$ cat config.mk
export PLATFORM = sky130hd
export DESIGN_NAME = mxint8_block_quantizer
export DESIGN_NICKNAME = d
export VERILOG_FILES = /design/src/rtl/mx_pkg.sv /design/src/rtl/mxint8_elem_quant.sv /design/src/rtl/mxint8_block_quantizer.sv
export SDC_FILE = /design/constraint.sdc
export NUM_CORES = 2
export LEC_CHECK = 0
export CAP_MARGIN = 5
export CORE_MARGIN = 4
export CORE_UTILIZATION = 28
export CTS_CLUSTER_SIZE = 16
export DETAILED_ROUTE_END_ITERATION = 12
export DONT_BUFFER_PORTS = 1
export SETUP_SLACK_MARGIN = 0.05
export SLEW_MARGIN = 10
export SYNTH_ARGS = -nofsm -noshare
export SYNTH_HDL_FRONTEND = slang
export SYNTH_SLANG_ARGS = --single-unit
export TNS_END_PERCENT = 1
$ cat constraint.sdc
create_clock -name clk -period 55.4 [get_ports clk]
set_input_delay 8.31 -clock clk [delete_from_list [all_inputs] [get_ports clk]]
set_output_delay 8.31 -clock clk [all_outputs]
set_load 0.02 [all_outputs]
$ cat src/rtl/mx_pkg.sv
// Shared types and constants for the MXINT8 operand path: FP32 fields,
// E8M0 scale encoding, INT8 1.6 element format and the block FSM states.
package mx_pkg;

    localparam int BLOCK_SIZE_DEF = 32;
    localparam int ELEM_W_DEF     = 8;
    localparam int SCALE_W_DEF    = 8;
    localparam int FP_W_DEF       = 32;

    localparam logic [7:0] SCALE_NAN      = 8'hFF;
    localparam int         SCALE_BIAS     = 127;
    localparam logic [6:0] INT8_MAX       = 7'd127;
    localparam int         INT8_FRAC_BITS = 6;

    // Aligns the 23-bit FP32 fraction onto the 6 fractional bits of 1.6.
    localparam logic [8:0] SHIFT_BASE = 9'(23 - INT8_FRAC_BITS);
    localparam logic [8:0] SHIFT_MAX  = 9'd25;

    typedef struct packed {
        logic        sign;
        logic [7:0]  exp;
        logic [22:0] frac;
    } fp32_t;

    typedef enum logic [1:0] {
        COLLECT = 2'd0,
        QUANT   = 2'd1,
        OUT     = 2'd2
    } state_t;

    function automatic logic [23:0] fp32_mant(input fp32_t f);
        return (f.exp == 8'd0) ? 24'd0 : {1'b1, f.frac};
    endfunction

endpackage

$ cat src/rtl/mxint8_elem_quant.sv
// Combinational FP32 -> INT8 (1.6) element quantizer against a shared E8M0 scale.
// MXINT8_QUANT_RNE_EN selects round-to-nearest-even; otherwise magnitudes truncate.
module mxint8_elem_quant
    import mx_pkg::*;
(
    input  logic [31:0] fp32,
    input  logic [7:0]  scale,
    output logic [7:0]  elem,
    output logic        sat
);

    fp32_t       f;
    logic [8:0]  shift;
    logic [23:0] mant;
    logic [6:0]  mag;
    logic        over;

    assign f = fp32;

`ifdef MXINT8_QUANT_RNE_EN
    logic [49:0] ext;
    logic [23:0] q;
    logic        round_up;
    logic [8:0]  rounded;

    // Shift with 26 bits of headroom so guard and sticky survive the alignment.
    always_comb begin
        shift    = {1'b0, scale} - {1'b0, f.exp} + SHIFT_BASE;
        mant     = fp32_mant(f);
        ext      = {mant, 26'd0} >> shift;
        q        = ext[49:26];
        round_up = ext[25] & ((|ext[24:0]) | ext[26]);
        rounded  = {1'b0, q[7:0]} + {8'd0, round_up};
        over     = (|q[23:8]) | rounded[8] | rounded[7];
        mag      = over ? INT8_MAX : rounded[6:0];
    end
`else
    logic [23:0] q;

    // Truncation toward zero; the clamp can never fire for a |value| < 2.0.
    always_comb begin
        shift = {1'b0, scale} - {1'b0, f.exp} + SHIFT_BASE;
        mant  = fp32_mant(f);
        q     = mant >> shift;
        over  = |q[23:7];
        mag   = over ? INT8_MAX : q[6:0];
    end
`endif

    // Apply sign, and force zero for a NaN block or values below INT8 resolution.
    always_comb begin
        if ((scale == SCALE_NAN) || (shift > SHIFT_MAX)) begin
            elem = 8'd0;
            sat  = 1'b0;
        end else begin
            elem = f.sign ? (~{1'b0, mag} + 8'd1) : {1'b0, mag};
`ifdef MXINT8_QUANT_RNE_EN
            sat  = over;
`else
            sat  = 1'b0;
`endif
        end
    end

endmodule

$ cat src/rtl/mxint8_block_quantizer.sv
// Streaming FP32 -> MXINT8 block encoder: collect, quantize one element per cycle,
// present the block on valid/ready. Rounding mode set by MXINT8_QUANT_RNE_EN.
module mxint8_block_quantizer
    import mx_pkg::*;
#(
    parameter int BLOCK_SIZE = BLOCK_SIZE_DEF,
    parameter int ELEM_W     = ELEM_W_DEF,
    parameter int SCALE_W    = SCALE_W_DEF,
    parameter int FP_W       = FP_W_DEF
) (
    input  logic                         clk,
    input  logic                         rst,
    input  logic                         i_valid,
    output logic                         o_ready,
    input  logic [FP_W-1:0]              i_float32,
    output logic                         o_valid,
    input  logic                         i_ready,
    output logic [SCALE_W-1:0]           o_scale,
    output logic [BLOCK_SIZE*ELEM_W-1:0] o_mxint8_elements,
    output logic                         o_nan,
    output logic                         o_sat
);

    localparam int              CNT_W = $clog2(BLOCK_SIZE);
    localparam logic [CNT_W-1:0] LAST = CNT_W'(BLOCK_SIZE - 1);

    state_t            state;
    logic [CNT_W-1:0]  cnt;
    logic [CNT_W-1:0]  qidx;
    logic [7:0]        max_exp;
    logic              nan_seen;
    logic              sat_acc;
    logic [FP_W-1:0]   word_buf [BLOCK_SIZE];

    logic [7:0]        in_exp;
    logic [7:0]        scale;
    logic [ELEM_W-1:0] q_elem;
    logic              q_sat;

    assign in_exp = i_float32[FP_W-2 -: 8];
    assign scale  = nan_seen ? SCALE_NAN : max_exp;

    mxint8_elem_quant u_quant (
        .fp32  (word_buf[qidx]),
        .scale (scale),
        .elem  (q_elem),
        .sat   (q_sat)
    );

    // Block FSM: collect words, quantize sequentially, hold the block until taken.
    always_ff @(posedge clk or posedge rst) begin
        if (rst) begin
            state             <= COLLECT;
            cnt               <= '0;
            qidx              <= '0;
            max_exp           <= 8'd0;
            nan_seen          <= 1'b0;
            sat_acc           <= 1'b0;
            o_ready           <= 1'b0;
            o_valid           <= 1'b0;
            o_scale           <= '0;
            o_mxint8_elements <= '0;
            o_nan             <= 1'b0;
            o_sat             <= 1'b0;
            for (int i = 0; i < BLOCK_SIZE; i++) begin
                word_buf[i] <= '0;
            end
        end else begin
            case (state)
                COLLECT: begin
                    o_ready <= 1'b1;
                    if (i_valid && o_ready) begin
                        word_buf[cnt] <= i_float32;
                        if (in_exp > max_exp) begin
                            max_exp <= in_exp;
                        end
                        if (in_exp == SCALE_NAN) begin
                            nan_seen <= 1'b1;
                        end
                        if (cnt == LAST) begin
                            cnt     <= '0;
                            qidx    <= '0;
                            o_ready <= 1'b0;
                            state   <= QUANT;
                        end else begin
                            cnt <= cnt + 1'b1;
                        end
                    end
                end
                QUANT: begin
                    o_mxint8_elements[qidx*ELEM_W +: ELEM_W] <= q_elem;
                    sat_acc <= sat_acc | q_sat;
                    if (qidx == LAST) begin
                        o_valid <= 1'b1;
                        o_scale <= SCALE_W'(scale);
                        o_nan   <= nan_seen;
                        o_sat   <= sat_acc | q_sat;
                        state   <= OUT;
                    end else begin
                        qidx <= qidx + 1'b1;
                    end
                end
                OUT: begin
                    if (i_ready) begin
                        o_valid  <= 1'b0;
                        o_ready  <= 1'b1;
                        max_exp  <= 8'd0;
                        nan_seen <= 1'b0;
                        sat_acc  <= 1'b0;
                        cnt      <= '0;
                        qidx     <= '0;
                        state    <= COLLECT;
                    end
                end
                default: begin
                    o_ready <= 1'b0;
                    o_valid <= 1'b0;
                    state   <= COLLECT;
                end
            endcase
        end
    end

endmodule

== After elaboration in Yosys (flattened, before gate mapping) ==
Index checks and enable logic that the tools add are counted.

* Flip-flop bits (word level): 1,312
* Output and inout port bits: 268

* Add/subtract/negate cells: 6
* Order comparisons: 5
* Equal/unequal tests: 13
* Shift-type cells: 3
* Muxes and demuxes: 39
* Bitwise gates (word level): 5
* Reductions and logical operators: 17

{| class="wikitable"
|+ Operators with widths
! cell !! number
|-
| $bwmux W1024 || 1
|-
| $bwmux W256 || 1
|-
| $shift A8 B34 Y256 const A || 1
|-
| $shiftx A8 B34 Y256 || 1
|-
| $bmux W32 S5 || 1
|-
| $demux W32 S5 || 1
|-
| $mux W32 || 3
|-
| $mux W8 || 6
|-
| $neg A8 Y34 || 1
|-
| $mux W5 || 6
|-
| $mux W24 || 1
|-
| $shr A24 B9 Y24 || 1
|-
| $reduce_or A17 Y1 || 1
|-
| $eq A8 B8 Y1 const B || 2
|-
| $pmux W8 S2 || 1
|-
| $pmux W5 S3 || 1
|-
| $ne A2 B2 Y1 const B || 7
|-
| $ge A6 B6 Y1 const B || 2
|-
| $not A5 Y6 || 2
|-
| $reduce_and A4 Y1 || 3
|-
| $add A5 B1 Y5 const B || 2
|-
| $eq A5 B5 Y1 const B || 2
|-
| $pmux W5 S2 || 1
|-
| $add A9 B5 Y9 const B || 1
|-
| 24 further kinds || 39
|}

== Longest topological paths before layout ==
* Word-level depth: 15
* Depth in mapped cells: 31
* Depth with buffers taken out: 26

== Modules after synthesis ==
From an unflattened synthesis, not the netlist that was laid out.

* Cell total of the unflattened synthesis: 4,408
* Area, all modules: 61,003.5 sq um

{| class="wikitable"
|+ Modules (own cells, without submodules)
! module !! instances !! cells each !! area each (sq um) !! sequential area each (sq um)
|-
| mxint8_block_quantizer || 1 || 4,161 || 59,121.7 || 32,881.5
|-
| mxint8_elem_quant || 1 || 247 || 1,881.8 || 0.0
|}

== Worst setup path before layout ==
Ideal clock, no wire load.

* Kind: input to register
* From: input port i_float32[23]
* To: register max_exp[1]
* Library setup time: 83 ps
* Arrival: 10,074 ps
* Required time: 55,317 ps
* Setup slack: 45,244 ps
* Cell stages on the path: 14
* Buffers on the path: 2
* Cells stage by stage: inv_1 -> clkbuf_1 -> ha_1 -> nor2b_1 -> o21a_1 -> o21ai_0 -> nand2b_1 -> a21oi_1 -> o21ai_0 -> o21ai_0 -> a21oi_1 -> clkbuf_1 -> nand3_1 -> o21ai_0

* Cells in the longest elaborated chain, start to end: 3

{| class="wikitable"
|+ Ends and longest elaborated chain
! item !! line !! RTL
|-
| start, declared || mxint8_block_quantizer.sv:15 || <nowiki>input logic [FP_W-1:0] i_float32,</nowiki>
|-
| $gt A8 B8 Y1 || mxint8_block_quantizer.sv:74 || <nowiki>if (in_exp > max_exp) begin</nowiki>
|-
| $ne A2 B2 Y1 (no source line) || n/a ||
|-
| $reduce_and A4 Y1 (no source line) || n/a ||
|-
| end signal, assigned || mxint8_block_quantizer.sv:75 || <nowiki>max_exp <= in_exp;</nowiki>
|-
| end, declared || mxint8_block_quantizer.sv:30 || <nowiki>logic [7:0] max_exp;</nowiki>
|}

Every way passes these cells.
A chain may end at the register's enable or synchronous reset.

==> flow_summary.ini <==
[timing]
slew_viol_final = 0
fin_crit_sh_pct = 21.0
grt_setup_unrepaired = false
clock_skew_ns = 0.0319
fmax_mhz = 86.1
tns_ns = 0
worst_pin_slew_ns = 1.20
max_slew_margin_pct = 19.1
finalCriticalPeriod_ns = 11.62
hold_viol_final = 0
setup_violations = 0

[hold_path]
min_path_type = register to register
hold_depth = 2
min_to = word_buf[759]
min_from = word_buf[759]

[logic_synthesis]
async_flop_share_pct = 100
synth.distinct_cells = 88
synth_edf_count = 0
yosysWarnings = 0
synth_ff_type = dfrtp_1
postSynthAreaPerCell_um2 = 12.8
synthesis.area_mm2 = 0.0604
netlist_top_cells_area = dfrtp_1, mux2_2, mux2i_1
netlist.area_leader.share_pct = 54.4
syn_nets = 4776
syn_inst = 4706
yosysTopAreaCell = dfrtp_1
ys_seq_area_share_pct = 54.4
ys_ff_latch = 1312

[layout]
multi_input_area_mm2 = 0.0258
regArea_mm2 = 0.0328
drive_gt1_share_pct = 32.9
fin_nets = 4623
fill_cells = 21300
area_growth_pct = 12.1

[clock_tree]
cts_inserted_buffers = 140
cts_root_buffer = clkbuf_16
cts.reportedPaths.clkPinSlew_ns = 0.06
cts-htree-levels = 4
cts_sinks = 1312
cts_resized = 0
max-clock-path-buffers = 3
worstSkewPairLatency_ns = 0.79
cts_tree = yes
cts_hold_buffers = 0
postCtsSetupBuffers = 0

[floorplanning]
start_util_pct = 28.1
die_area_mm2 = 0.223
row_count = 170
core-area_mm2 = 0.215
die_h_um = 472
ios = 304
die_w_um = 472

[critical_path]
required_ns = 56.16
rrSetupSlack_ns = 46.35
start_kind = input port
reg2regPathDepth = 27
cp_cell_sequence = inv_8 > buf_12 > buf_4 > buf_4 > buf_4
crit_type = input port to async pin
crit_path_frequent_cell = buf_4
rr_endpoint = o_mxint8_elements[230]
endpoint_kind = async pin
crit_fanout = 173
cpPeakStageDelay_ns = 0.87
cp_slowest_cell = buf_4
r2r-start = qidx[1]
worst-path-buf-inv = 5
worstPathArrival_ns = 12.39
crit_family = buffers and inverters

[outcome]
status = finished clean

[power_and_ir_drop]
power.density_mw_per_mm2 = 62.5
irDropWorstVdd_mv = 0.211
power_mw = 4.23
p_leak_nw = 29.9

[detailed_routing]
first_pass_iters = 6
drc = 0
vias = 38900
drtIter0Drc = 3044
wl_per_cell_um = 24.0
viasPerCell = 5.18
wl_um = 180000
ant_nets = 0

[placed_design]
gp_congestion = 0.874
portBuffers = 0
hpwl_um = 108000

[job]
max-cap-violations = 0

[grt]
grt_pass1_wl_um = 268000
antenna_found_initial = 3
grt_pass1_vias = 39700
grt_usage_pct = 15.8
grt_max_degree = 174
gr-total-overflow = 0
==> worst reg2reg max path, cell delays in order (launching register included) <==
cell	delay (ns)
dfrtp_4	0.93
buf_12	0.71
nor2_1	0.64
a221oi_1	0.45
o21ai_0	0.19
a21oi_1	0.50
ha_1	0.34
inv_1	0.06
ha_1	0.22
buf_4	0.24
inv_1	0.71
nand3_1	0.15
o22ai_1	0.44
a22oi_1	0.16
a211oi_1	0.42
a21oi_1	0.12
o21ai_0	0.18
o21ai_1	0.08
buf_4	0.20
a21o_1	0.18
inv_1	0.09
ha_1	0.17
nor4b_2	0.35
a211oi_1	0.15
a31oi_1	0.29
a2bb2oi_4	0.15
buf_4	0.56
o21ai_0	0.23
==> registers in the layout, indices dropped and copies added (netlist names) <==
name / count
o_ready: 1
o_nan: 1
o_valid: 1
cnt: 5
qidx: 5
nan_seen: 1
state: 2
o_scale: 8
word_buf: 1024
o_mxint8_elements: 256
max_exp: 8
==> area by class of cell <==
cell class	count	share of cell area, %
diodes	2	0.00739
clock buffers	208	6.22
clock inverters	45	0.734
inverters	35	0.205
multi-input cells	2975	38.0
flip-flops and latches	1312	48.5
well taps	2838	5.24
repair buffers	89	1.04
==> cell families after synthesis <==
kind of cell / share of synthesized area (%)
muxes: 28.6
other: 0.00621
and+or+nand+nor: 5.47
AOI/OAI and AO/OA: 7.34
DFF: 54.4
buffers and inverters: 3.28
adders and majority gates: 0.717
xor gates and xnor gates: 0.174
==> worst max-delay path by stage <==
| stage | end | slack [ns] | depth (start not counted) | start |
|---|---|---|---|---|
| 2_1_floorplan | cnt[0] | 10.11 | 1 | rst |
| 3_5_place_dp | word_buf[515] | 42.95 | 5 | rst |
| 4_1_cts | word_buf[675] | 43.80 | 5 | rst |
| 3_3_place_gp | word_buf[517] | 43.11 | 5 | rst |
| 5_1_grt | word_buf[163] | 43.16 | 5 | rst |
| 6_report | word_buf[739] | 43.78 | 5 | rst |
==> power by group <==
group / internal (mW) / leakage [nW] / switching [mW]
Clock: 0.553 / 2.32 / 0.395
Combinational: 0.677 / 10.1 / 1.22
Sequential: 1.24 / 17.5 / 0.144
==> cell usage in the layout (no fill, tap or decap), types with 9 or more instances in the layout <==
cell / count
mux4_2: 68
clkbuf_1: 27
mux2_2: 1042
nand4_1: 18
inv_1: 32
nand2_2: 27
nor2_1: 71
o21ai_1: 53
mux2i_1: 390
o31ai_1: 25
and2_1: 9
nor3_1: 17
o221ai_1: 18
clkbuf_8: 37
buf_4: 86
dfrtp_1: 1309
a21o_1: 11
or2_2: 10
a21oi_1: 65
ha_1: 33
a221oi_1: 17
o21ai_0: 216
a22oi_1: 69
o21ai_2: 30
a211oi_1: 14
clkinv_2: 19
o22ai_1: 76
nand2_1: 409
nand3_1: 106
and3_1: 9
clkbuf_16: 144
==> synth_stat cells, types with 5 or more instances <==
master,count
mux4_2,68
a211oi_1,14
clkbuf_2,7
nor4_1,7
a22oi_1,69
nand2_1,441
o21ai_1,53
buf_2,39
o22ai_1,76
mux2i_1,391
clkbuf_1,203
buf_4,33
a41oi_1,7
or3_1,5
nor3_1,19
buf_6,29
a21oi_1,65
nor2b_1,9
a31oi_1,8
xnor2_1,8
o211ai_1,6
inv_1,33
a221o_1,6
nand3_1,106
dfrtp_1,1312
o21ai_0,216
buf_1,72
ha_1,33
o41ai_1,6
or2_2,10
and3_1,9
o22a_1,6
nor2_1,74
nand2b_1,7
and2_1,10
a221oi_1,17
o2111ai_1,8
o31ai_1,25
a21o_1,11
mux2_2,1042
o221ai_1,18
nand4_1,18
o21ai_2,30
==> metrics by stage <==
stage / std cells / hold WS [ns] / util (%) / instance area, um^2 / setup slack (ns)
2_1_floorplan: 4706 / 0.442 / - / 60400 / 10.11
3_3_place_gp: 7249 / 0.456 / 29.4 / 63000 / 43.11
3_5_place_dp: 7249 / 0.469 / 29.4 / 63000 / 42.95
4_1_cts: 7502 / 0.482 / 31.6 / 67700 / 43.80
5_1_grt: 7503 / 0.495 / 31.6 / 67700 / 43.16
6_report: 7504 / 0.482 / 31.6 / 67700 / 43.78
==> layer usage <==
| metal | vias to the layer above | wire [um] | GRT usage [%] | share of wire [%] |
|---|---|---|---|---|
| met5 | - | 0 | 0 | 0 |
| met4 | 0 | 5940 | 5.55 | 3.3 |
| met3 | 299 | 13000 | 3.59 | 7.2 |
| met2 | 1207 | 84200 | 25.7 | 47 |
| met1 | 20600 | 76900 | 20.6 | 43 |
| li1 | 16800 | - | - | - |
Note: power is estimated with default switching activity, not from simulation.
